===== config.mk =====
export PLATFORM = sky130hd
export DESIGN_NAME = door_motion_ctrl
export DESIGN_NICKNAME = d
export VERILOG_FILES = /design/src/rtl/door_pkg.sv /design/src/rtl/door_hold_timer.sv /design/src/rtl/door_motion_ctrl.sv
export SDC_FILE = /design/constraint.sdc
export NUM_CORES = 1
export LEC_CHECK = 0
export CELL_PAD_IN_SITES_DETAIL_PLACEMENT = 1
export CELL_PAD_IN_SITES_GLOBAL_PLACEMENT = 2
export CORE_MARGIN = 5
export CORE_UTILIZATION = 25
export DETAILED_ROUTE_END_ITERATION = 12
export GPL_TIMING_DRIVEN = 1
export PLACE_DENSITY = 0.68
export SYNTH_ARGS = -nofsm -noshare
export SYNTH_HDL_FRONTEND = slang
export SYNTH_SLANG_ARGS = --single-unit

===== constraint.sdc =====
create_clock -name clk -period 5.8 [get_ports clk]
set_clock_uncertainty 0.15 [all_clocks]
set_input_delay 0.87 -clock clk [delete_from_list [all_inputs] [get_ports clk]]
set_output_delay 0.87 -clock clk [all_outputs]
set_load 0.1 [all_outputs]

===== src/rtl/door_pkg.sv =====
// Shared types and default stroke/dwell constants for the door motion controller.
package door_pkg;

    typedef enum logic [2:0] {
        CLOSED  = 3'd0,
        OPENING = 3'd1,
        OPEN    = 3'd2,
        CLOSING = 3'd3
    } door_state_t;

    localparam int DOOR_TRAVEL  = 8;
    localparam int DOOR_HOLD    = 16;
    localparam int DOOR_MAX_REV = 3;

endpackage


===== src/rtl/door_hold_timer.sv =====
// Loadable down-counter for the OPEN dwell time; expire flags the last dwell cycle.
module door_hold_timer
    import door_pkg::*;
#(
    parameter int  HOLD_CYCLES = DOOR_HOLD,
    localparam int CNT_W       = $clog2(HOLD_CYCLES + 1)
) (
    input  logic             clk,
    input  logic             reset,
    input  logic             load,
    input  logic             en,
    output logic [CNT_W-1:0] cnt,
    output logic             expire
);

    localparam logic [CNT_W-1:0] CNT_LOAD = CNT_W'(HOLD_CYCLES);
    localparam logic [CNT_W-1:0] CNT_ONE  = CNT_W'(1);

    logic [CNT_W-1:0] cnt_r;

    // Dwell counter: load has priority over decrement; caller gates en at zero.
    always_ff @(posedge clk) begin
        if (reset) begin
            cnt_r <= {CNT_W{1'b0}};
        end else if (load) begin
            cnt_r <= CNT_LOAD;
        end else if (en) begin
            cnt_r <= cnt_r - CNT_ONE;
        end else begin
            cnt_r <= cnt_r;
        end
    end

    assign cnt    = cnt_r;
    assign expire = (cnt_r == CNT_ONE);

endmodule


===== src/rtl/door_motion_ctrl.sv =====
// Door actuator controller: timed open/close strokes, auto-close after a dwell,
// reversal on obstruction with a sticky fault after too many consecutive reversals.
module door_motion_ctrl
    import door_pkg::*;
#(
    parameter int  TRAVEL_CYCLES = DOOR_TRAVEL,
    parameter int  HOLD_CYCLES   = DOOR_HOLD,
    parameter int  MAX_REVERSALS = DOOR_MAX_REV,
    localparam int POS_W         = $clog2(TRAVEL_CYCLES + 1)
) (
    input  logic             clk,
    input  logic             reset,
    input  logic             open_req,
    input  logic             close_req,
    input  logic             obstruct,
    output logic             is_open,
    output logic             is_closed,
    output logic             moving,
    output logic [POS_W-1:0] position,
    output logic             fault
);

    localparam int HOLD_W = $clog2(HOLD_CYCLES + 1);
    localparam int REV_W  = $clog2(MAX_REVERSALS + 1);

    localparam logic [POS_W-1:0] POS_FULL = POS_W'(TRAVEL_CYCLES);
    localparam logic [POS_W-1:0] POS_ONE  = POS_W'(1);
    localparam logic [REV_W-1:0] REV_MAX  = REV_W'(MAX_REVERSALS);
    localparam logic [REV_W-1:0] REV_ONE  = REV_W'(1);

    door_state_t       state_r;
    logic [POS_W-1:0]  position_r;
    logic [REV_W-1:0]  rev_cnt_r;
    logic              fault_r;

    logic [HOLD_W-1:0] hold_cnt_s;
    logic              hold_expire_s;
    logic              hold_load_s;
    logic              hold_en_s;
    logic              arriving_s;
    logic              close_go_s;

    // >= keeps position clamped even if a reversal happens at the fully-open point
    assign arriving_s  = (state_r == OPENING) && (position_r >= (POS_FULL - POS_ONE));
    assign hold_load_s = arriving_s || ((state_r == OPEN) && (obstruct || open_req));
    assign hold_en_s   = (state_r == OPEN) && (hold_cnt_s != {HOLD_W{1'b0}});
    assign close_go_s  = (close_req || hold_expire_s) && !obstruct && !open_req && !fault_r;

    door_hold_timer #(
        .HOLD_CYCLES (HOLD_CYCLES)
    ) u_hold (
        .clk    (clk),
        .reset  (reset),
        .load   (hold_load_s),
        .en     (hold_en_s),
        .cnt    (hold_cnt_s),
        .expire (hold_expire_s)
    );

    // Door FSM with position, reversal count and sticky fault.
    always_ff @(posedge clk) begin
        if (reset) begin
            state_r    <= CLOSED;
            position_r <= {POS_W{1'b0}};
            rev_cnt_r  <= {REV_W{1'b0}};
            fault_r    <= 1'b0;
        end else begin
            case (state_r)
                CLOSED: begin
                    if (open_req) begin
                        state_r <= OPENING;
                    end
                end
                OPENING: begin
                    if (arriving_s) begin
                        position_r <= POS_FULL;
                        state_r    <= OPEN;
                    end else begin
                        position_r <= position_r + POS_ONE;
                    end
                end
                OPEN: begin
                    if (close_go_s) begin
                        state_r <= CLOSING;
                    end
                end
                CLOSING: begin
                    if (obstruct) begin
                        state_r <= OPENING;
                        if (rev_cnt_r != REV_MAX) begin
                            rev_cnt_r <= rev_cnt_r + REV_ONE;
                        end
                        if ((rev_cnt_r + REV_ONE) == REV_MAX) begin
                            fault_r <= 1'b1;
                        end
                    end else if (open_req) begin
                        state_r <= OPENING;
                    end else if (position_r <= POS_ONE) begin
                        position_r <= {POS_W{1'b0}};
                        rev_cnt_r  <= {REV_W{1'b0}};
                        state_r    <= CLOSED;
                    end else begin
                        position_r <= position_r - POS_ONE;
                    end
                end
                default: begin
                    state_r    <= CLOSED;
                    position_r <= {POS_W{1'b0}};
                end
            endcase
        end
    end

    assign is_open   = (state_r == OPEN);
    assign is_closed = (state_r == CLOSED);
    assign moving    = (state_r == OPENING) || (state_r == CLOSING);
    assign position  = position_r;
    assign fault     = fault_r;

endmodule


After elaboration in Yosys (flattened, before gate mapping)
Cells that the tools add are included.

cells by class
  add/subtract/negate cells = 4
  order comparisons = 2
  equal/unequal tests = 14
  multiplexer cells = 18
  bitwise logic cells = 1
  reductions and logical operators = 23

operators with widths
  cell                                                               number
  two-way mux 3 bit                                                  6
  two-way mux 4 bit                                                  4
  case mux 3 bit (4 select lines)                                    1
  case mux 4 bit (3 select lines)                                    1
  two-way mux 5 bit                                                  2
  inequality test 2 bit, second input constant                       5
  two-way mux 2 bit                                                  4
  AND reduction 4 bit                                                2
  == test 3 x 2 -> 1 bit, second input constant                      2
  logical AND 1 bit                                                  6
  inequality test 2 x 1 -> 1 bit, second input constant              3
  AND reduction 3 bit                                                2
  == test 5 x 1 -> 1 bit, second input constant                      1
  nonzero test 5 bit                                                 1
  subtractor 5 x 1 -> 5 bit, second input constant                   1
  adder 4 x 1 -> 4 bit, second input constant                        1
  greater-or-equal comparator 4 x 3 -> 1 bit, second input constant  1
  <= comparator 4 x 1 -> 1 bit, second input constant                1
  logical OR 1 bit                                                   4
  inequality test 4 bit, second input constant                       1
  nonzero test 2 bit                                                 2
  OR reduction 2 bit                                                 2
  subtractor 4 x 1 -> 4 bit, second input constant                   1
  == test 3 x 1 -> 1 bit, second input constant                      1
  other kinds (5)                                                    7

storage, ports and cells
  register bits = 15
  bits of input ports = 5
  output and inout bits = 8
  logic and storage cells = 68

Logic depth before layout (Yosys ltp)
  word-level depth = 7
  mapped depth = 6
  mapped depth without buffers = 6

Hierarchy
From an unflattened synthesis, not the netlist that was laid out.

unflattened totals
  cells, all modules = 113
  area total of the unflattened synthesis = 977.2 um^2

by module, submodules not included
  module            instances  cells each  area an instance (um^2)  sequential area each (um^2)
  door_motion_ctrl  1          89          735.7                    180.2
  door_hold_timer   1          24          241.5                    100.1

Worst setup path before layout
Ideal clock, no wire load.

  kind = register -> register
  start = register position_r[1], in the netlist position[1]
  end = register position_r[3], in the netlist position[3]
  setup time = 74 ps
  arrival = 2,405 ps
  required time = 5,576 ps
  slack = 3,171 ps
  stages on the path, launching flop included = 7
  path buffers = 0
  period minus slack after synthesis = 2,629 ps
  path through = dfxtp_1 -> inv_1 -> ha_1 -> or2_1 -> a21o_2 -> or3_2 -> a31oi_1

between the ends
  cells in the longest elaborated chain, start to end = 5
  elaborated cells on any way between the ends = 10
  those cells by class = 2 x add/sub; 2 x order compare; 5 x mux; 1 x reduce/logical

RTL lines
  element                                                                    line                                             text
  start: declaration                                                         door_motion_ctrl.sv:32                           logic [POS_W-1:0] position_r;
  start signal: assignment                                                   door_motion_ctrl.sv:64                           position_r <= {POS_W{1'b0}};
  start signal: assignment                                                   door_motion_ctrl.sv:79                           position_r <= position_r + POS_ONE;
  start signal: assignment                                                   door_motion_ctrl.sv:99                           position_r <= {POS_W{1'b0}};
  subtractor 4 x 1 -> 4 bit or <= comparator 4 x 1 -> 1 bit (tied branches)  door_motion_ctrl.sv:103, door_motion_ctrl.sv:98
  two-way mux 4 bit                                                          door_motion_ctrl.sv:98                           end else if (position_r <= POS_ONE) begin
  two-way mux 4 bit                                                          door_motion_ctrl.sv:96                           end else if (open_req) begin
  two-way mux 4 bit                                                          door_motion_ctrl.sv:88                           if (obstruct) begin
  case mux 4 bit (3 select lines) (*)                                        door_motion_ctrl.sv:68                           case (state_r)

Mark *: on every way between the ends. The rest lies on a longest branch, timed or not. The select of a mux whose other input is x is not followed.
A chain may end at the register's enable or synchronous reset.

Worst setup path in the final report
  start = register state_r[1]
  end = output port moving

between the ends
  cells in the longest elaborated chain, start to end = 2
  elaborated cells on any way between the ends = 3
  those cells by class = 2 x eq/ne; 1 x reduce/logical

RTL lines
  element                                                           line                     text
  start: declaration                                                door_motion_ctrl.sv:31   door_state_t state_r;
  start signal: assignment                                          door_motion_ctrl.sv:63   state_r <= CLOSED;
  start signal: assignment                                          door_motion_ctrl.sv:71   state_r <= OPENING;
  start signal: assignment                                          door_motion_ctrl.sv:77   state_r <= OPEN;
  == test 3 x 1 -> 1 bit or == test 3 x 2 -> 1 bit (tied branches)  door_motion_ctrl.sv:116  assign moving = (state_r == OPENING) || (state_r == CLOSING);
  logical OR 1 bit (*)                                              door_motion_ctrl.sv:116
  end: declaration                                                  door_motion_ctrl.sv:18   output logic moving,

Mark *: on every way between the ends. The rest lies on a longest branch, timed or not.

==> flow_summary.json <==
{
  "setup_violations": 0,
  "wl_per_cell_um": 13.3,
  "wl_met1_um": 1190,
  "dominantRegCellSynth": "dfxtp_1",
  "ys_top_cells_by_count": "dfxtp_1, inv_1, ha_1",
  "holdPathEnd": "u_hold.cnt[4]$_SDFFE_PP0P_",
  "nNetsFinal": 144,
  "hold_buffers": 0,
  "yosysMostFrequentCell": "dfxtp_1",
  "regArea_um2": 280,
  "synth_top_area_cell": "dfxtp_1",
  "cts_max_path_buffers": 2,
  "cp.required_ps": 4780,
  "dr_wl_met3_um": 74,
  "grt_overflow": 0,
  "root_buffer": "clkbuf_8",
  "end_kind": "output port",
  "hold_slack_ps": 338,
  "yosys_warnings": 0,
  "yosysTopAreaCellShare": 0.297,
  "place.gp.congestion": 0.780,
  "maxSlewViolCount": 0,
  "num_vias": 858,
  "antenna_left": 0,
  "final.min_clock_period_ps": 3400,
  "dieArea_um2": 5100,
  "wl_met2_um": 1050,
  "slowest_stage": "clkdlybuf4s50_1",
  "critPathMaxStageDelay_ps": 1140,
  "slew_headroom": 0.351,
  "synth.mux.area_fraction": 0.0106,
  "antenna_found_initial": 0,
  "min_from": "u_hold.cnt[4]$_SDFFE_PP0P_",
  "yosys.area_share.simple": 0.202,
  "synth.yosys.seq_area_share": 0.297,
  "fmax_ghz": 0.294,
  "multi_input_area_um2": 608,
  "r2r_start": "position[0]$_SDFFE_PP0P_",
  "num_rows": 22,
  "rsz0062_at_grt": "no",
  "worstHoldPathType": "flip-flop to flip-flop",
  "initial_core_util": 0.257,
  "post-dp-hpwl_um": 1860,
  "synth-edff-count": 0,
  "min_path_cells": 2,
  "cts_tree": "yes",
  "ff2ff_path_depth": 6,
  "io_pins": 13,
  "coreArea_um2": 3660,
  "top_layer": "met4",
  "area_growth_pct": 24.0,
  "rr_endpoint": "position[3]$_SDFFE_PP0P_",
  "timing.critical_path.fanout_max": 8,
  "cts.clk_slew.worst_paths_ps": 60,
  "die_w_um": 71.4,
  "drive_above_1_share": 0.0945,
  "drc": 0,
  "cts_resized": 0,
  "grtUsageTotal": 0.102,
  "synthXorXnorAreaFrac": 0.0279,
  "rrSetupSlack_ps": 3690,
  "crit_arrival_ps": 2380,
  "tightest_slew_ps": 970,
  "finalCritPeriodShare": 0.586,
  "instances_no_fill": 175,
  "place_inst": 171,
  "yosys-top-cells-area": "dfxtp_1, ha_1, a21oi_1",
  "syn_nets": 129,
  "final_hold_viol_count": 0,
  "synth_top_family_by_area": "compound AO/OA/AOI/OAI gates",
  "setup-tns-final_ps": 0,
  "drv_cap": 0,
  "post_dp_cell_area_um2": 1110,
  "start_kind": "flip-flop",
  "totalWireLength_um": 2330,
  "synth_compound_area_frac": 0.259,
  "netlist_area_um2": 942,
  "fin_area_um2": 1170,
  "clock_latency_ps": 250,
  "drtIter0Drc": 50,
  "powerDensity_nw_per_um2": 404,
  "ir_worst_vdd_mv": 0.0861,
  "cp_cell_sequence": "ha_1, inv_1, nand2_1, clkdlybuf4s50_1",
  "grt_max_degree": 15,
  "ys_ff_latch": 14,
  "synth.distinct_cells": 40,
  "via_per_inst": 4.90,
  "syn_inst": 113,
  "p_leak_nw": 0.419,
  "cts_setup_buffers": 0,
  "grt_pass1_wl_um": 4220,
  "first_pass_iters": 5,
  "port_buffers": 12,
  "clock-sinks": 14,
  "syn_area_per_cell_um2": 8.34,
  "outcome": "finished clean",
  "synthArstFlopShare": 0,
  "diodes": 0,
  "critical_path_class": "flip-flop to output port",
  "numCtsBuffers": 3,
  "synth-adder-area-share": 0.146,
  "die_height_um": 71.4,
  "h-tree-depth": 1,
  "n_fill_cell": 450,
  "grt_pass1_vias": 907
}
[kinds of logic after synthesis]
| family | Yosys count |
|---|---|
| adder cells (fa/ha/maj) | 11 |
| buffers and inverters | 14 |
| AND/OR/NAND/NOR | 36 |
| AO/OA/AOI/OAI | 34 |
| flip-flops | 14 |
| XOR/XNOR | 3 |
| multiplexers | 1 |
[power breakdown]
| group | switching [W] | internal [W] | leakage [nW] |
|---|---|---|---|
| logic | 0.000179 | 0.0000752 | 0.277 |
| registers | 0.0000112 | 0.000107 | 0.113 |
| clock network | 0.0000392 | 0.0000602 | 0.0288 |
| total | 0.000230 | 0.000243 | 0.419 |
[area by class of cell]
type | instances | area share
sequential | 14 | 0.240
timing repair buffer | 12 | 0.103
inverter | 12 | 0.0385
clock buffer | 4 | 0.0471
multi-input combinational | 85 | 0.520
tap | 48 | 0.0514
[sequential cells by signal, indices dropped and copies added (netlist names)]
signal	count
state_r	2
u_hold.cnt	5
fault	1
rev_cnt_r	2
position	4
[routing by layer]
layer,GRT usage,vias to the layer above
li1,-,433
met1,0.140,411
met2,0.157,10
met3,0.0266,4
met4,0.0292,0
met5,0,-
[critical path: cells and delay by family (launching register included)]
family | cells | cell delay, ps
buffers and inverters | 2 | 1320
DFF | 1 | 380
and+or+nand+nor | 1 | 110
adders and majority gates | 1 | 330
[worst max path at each step]
stage	start	end	slack (ps)	cells after the start
after floorplan	position[1]$_SDFFE_PP0P_	position[3]$_SDFFE_PP0P_	3170	6
after global placement	state_r[1]$_SDFFE_PP0P_	moving	2700	4
after detailed placement	state_r[1]$_SDFFE_PP0P_	moving	2640	4
after CTS	state_r[1]$_SDFFE_PP0P_	moving	2370	4
after global routing	state_r[1]$_SDFFE_PP0P_	moving	2180	4
final	state_r[1]$_SDFFE_PP0P_	moving	2400	4
[placed cells by master (no fill, tap or decap), types with 2 or more instances in the layout]
cell             netlist  layout
a211o_1                2       2
a211oi_1               3       3
a21oi_1                9       9
a31oi_1                2       2
clkbuf_8               0       4
clkdlybuf4s50_1        0      12
dfxtp_1               14      14
ha_1                  11      11
inv_1                 12      12
nand2_1                7       7
nand2b_1               3       3
nand3_1                3       3
nor2_1                 9       9
nor2b_1                2       2
o21ai_0                3       3
o31ai_1                3       3
or3_1                  2       2
or3_2                  2       2
xnor2_1                3       3
[metrics by stage]
| stage | total power (W) | setup slack [ps] | utilization |
|---|---|---|---|
| detailed placement | 0.000379 | 2640 | 0.304 |
| CTS | 0.000479 | 2370 | 0.319 |
| finish | 0.000473 | 2400 | 0.319 |
| global route | 0.000505 | 2180 | 0.319 |
| floorplan | 0.000319 | 3170 | - |
| global placement | 0.000373 | 2700 | 0.304 |
(Power assumes the default switching activity.)
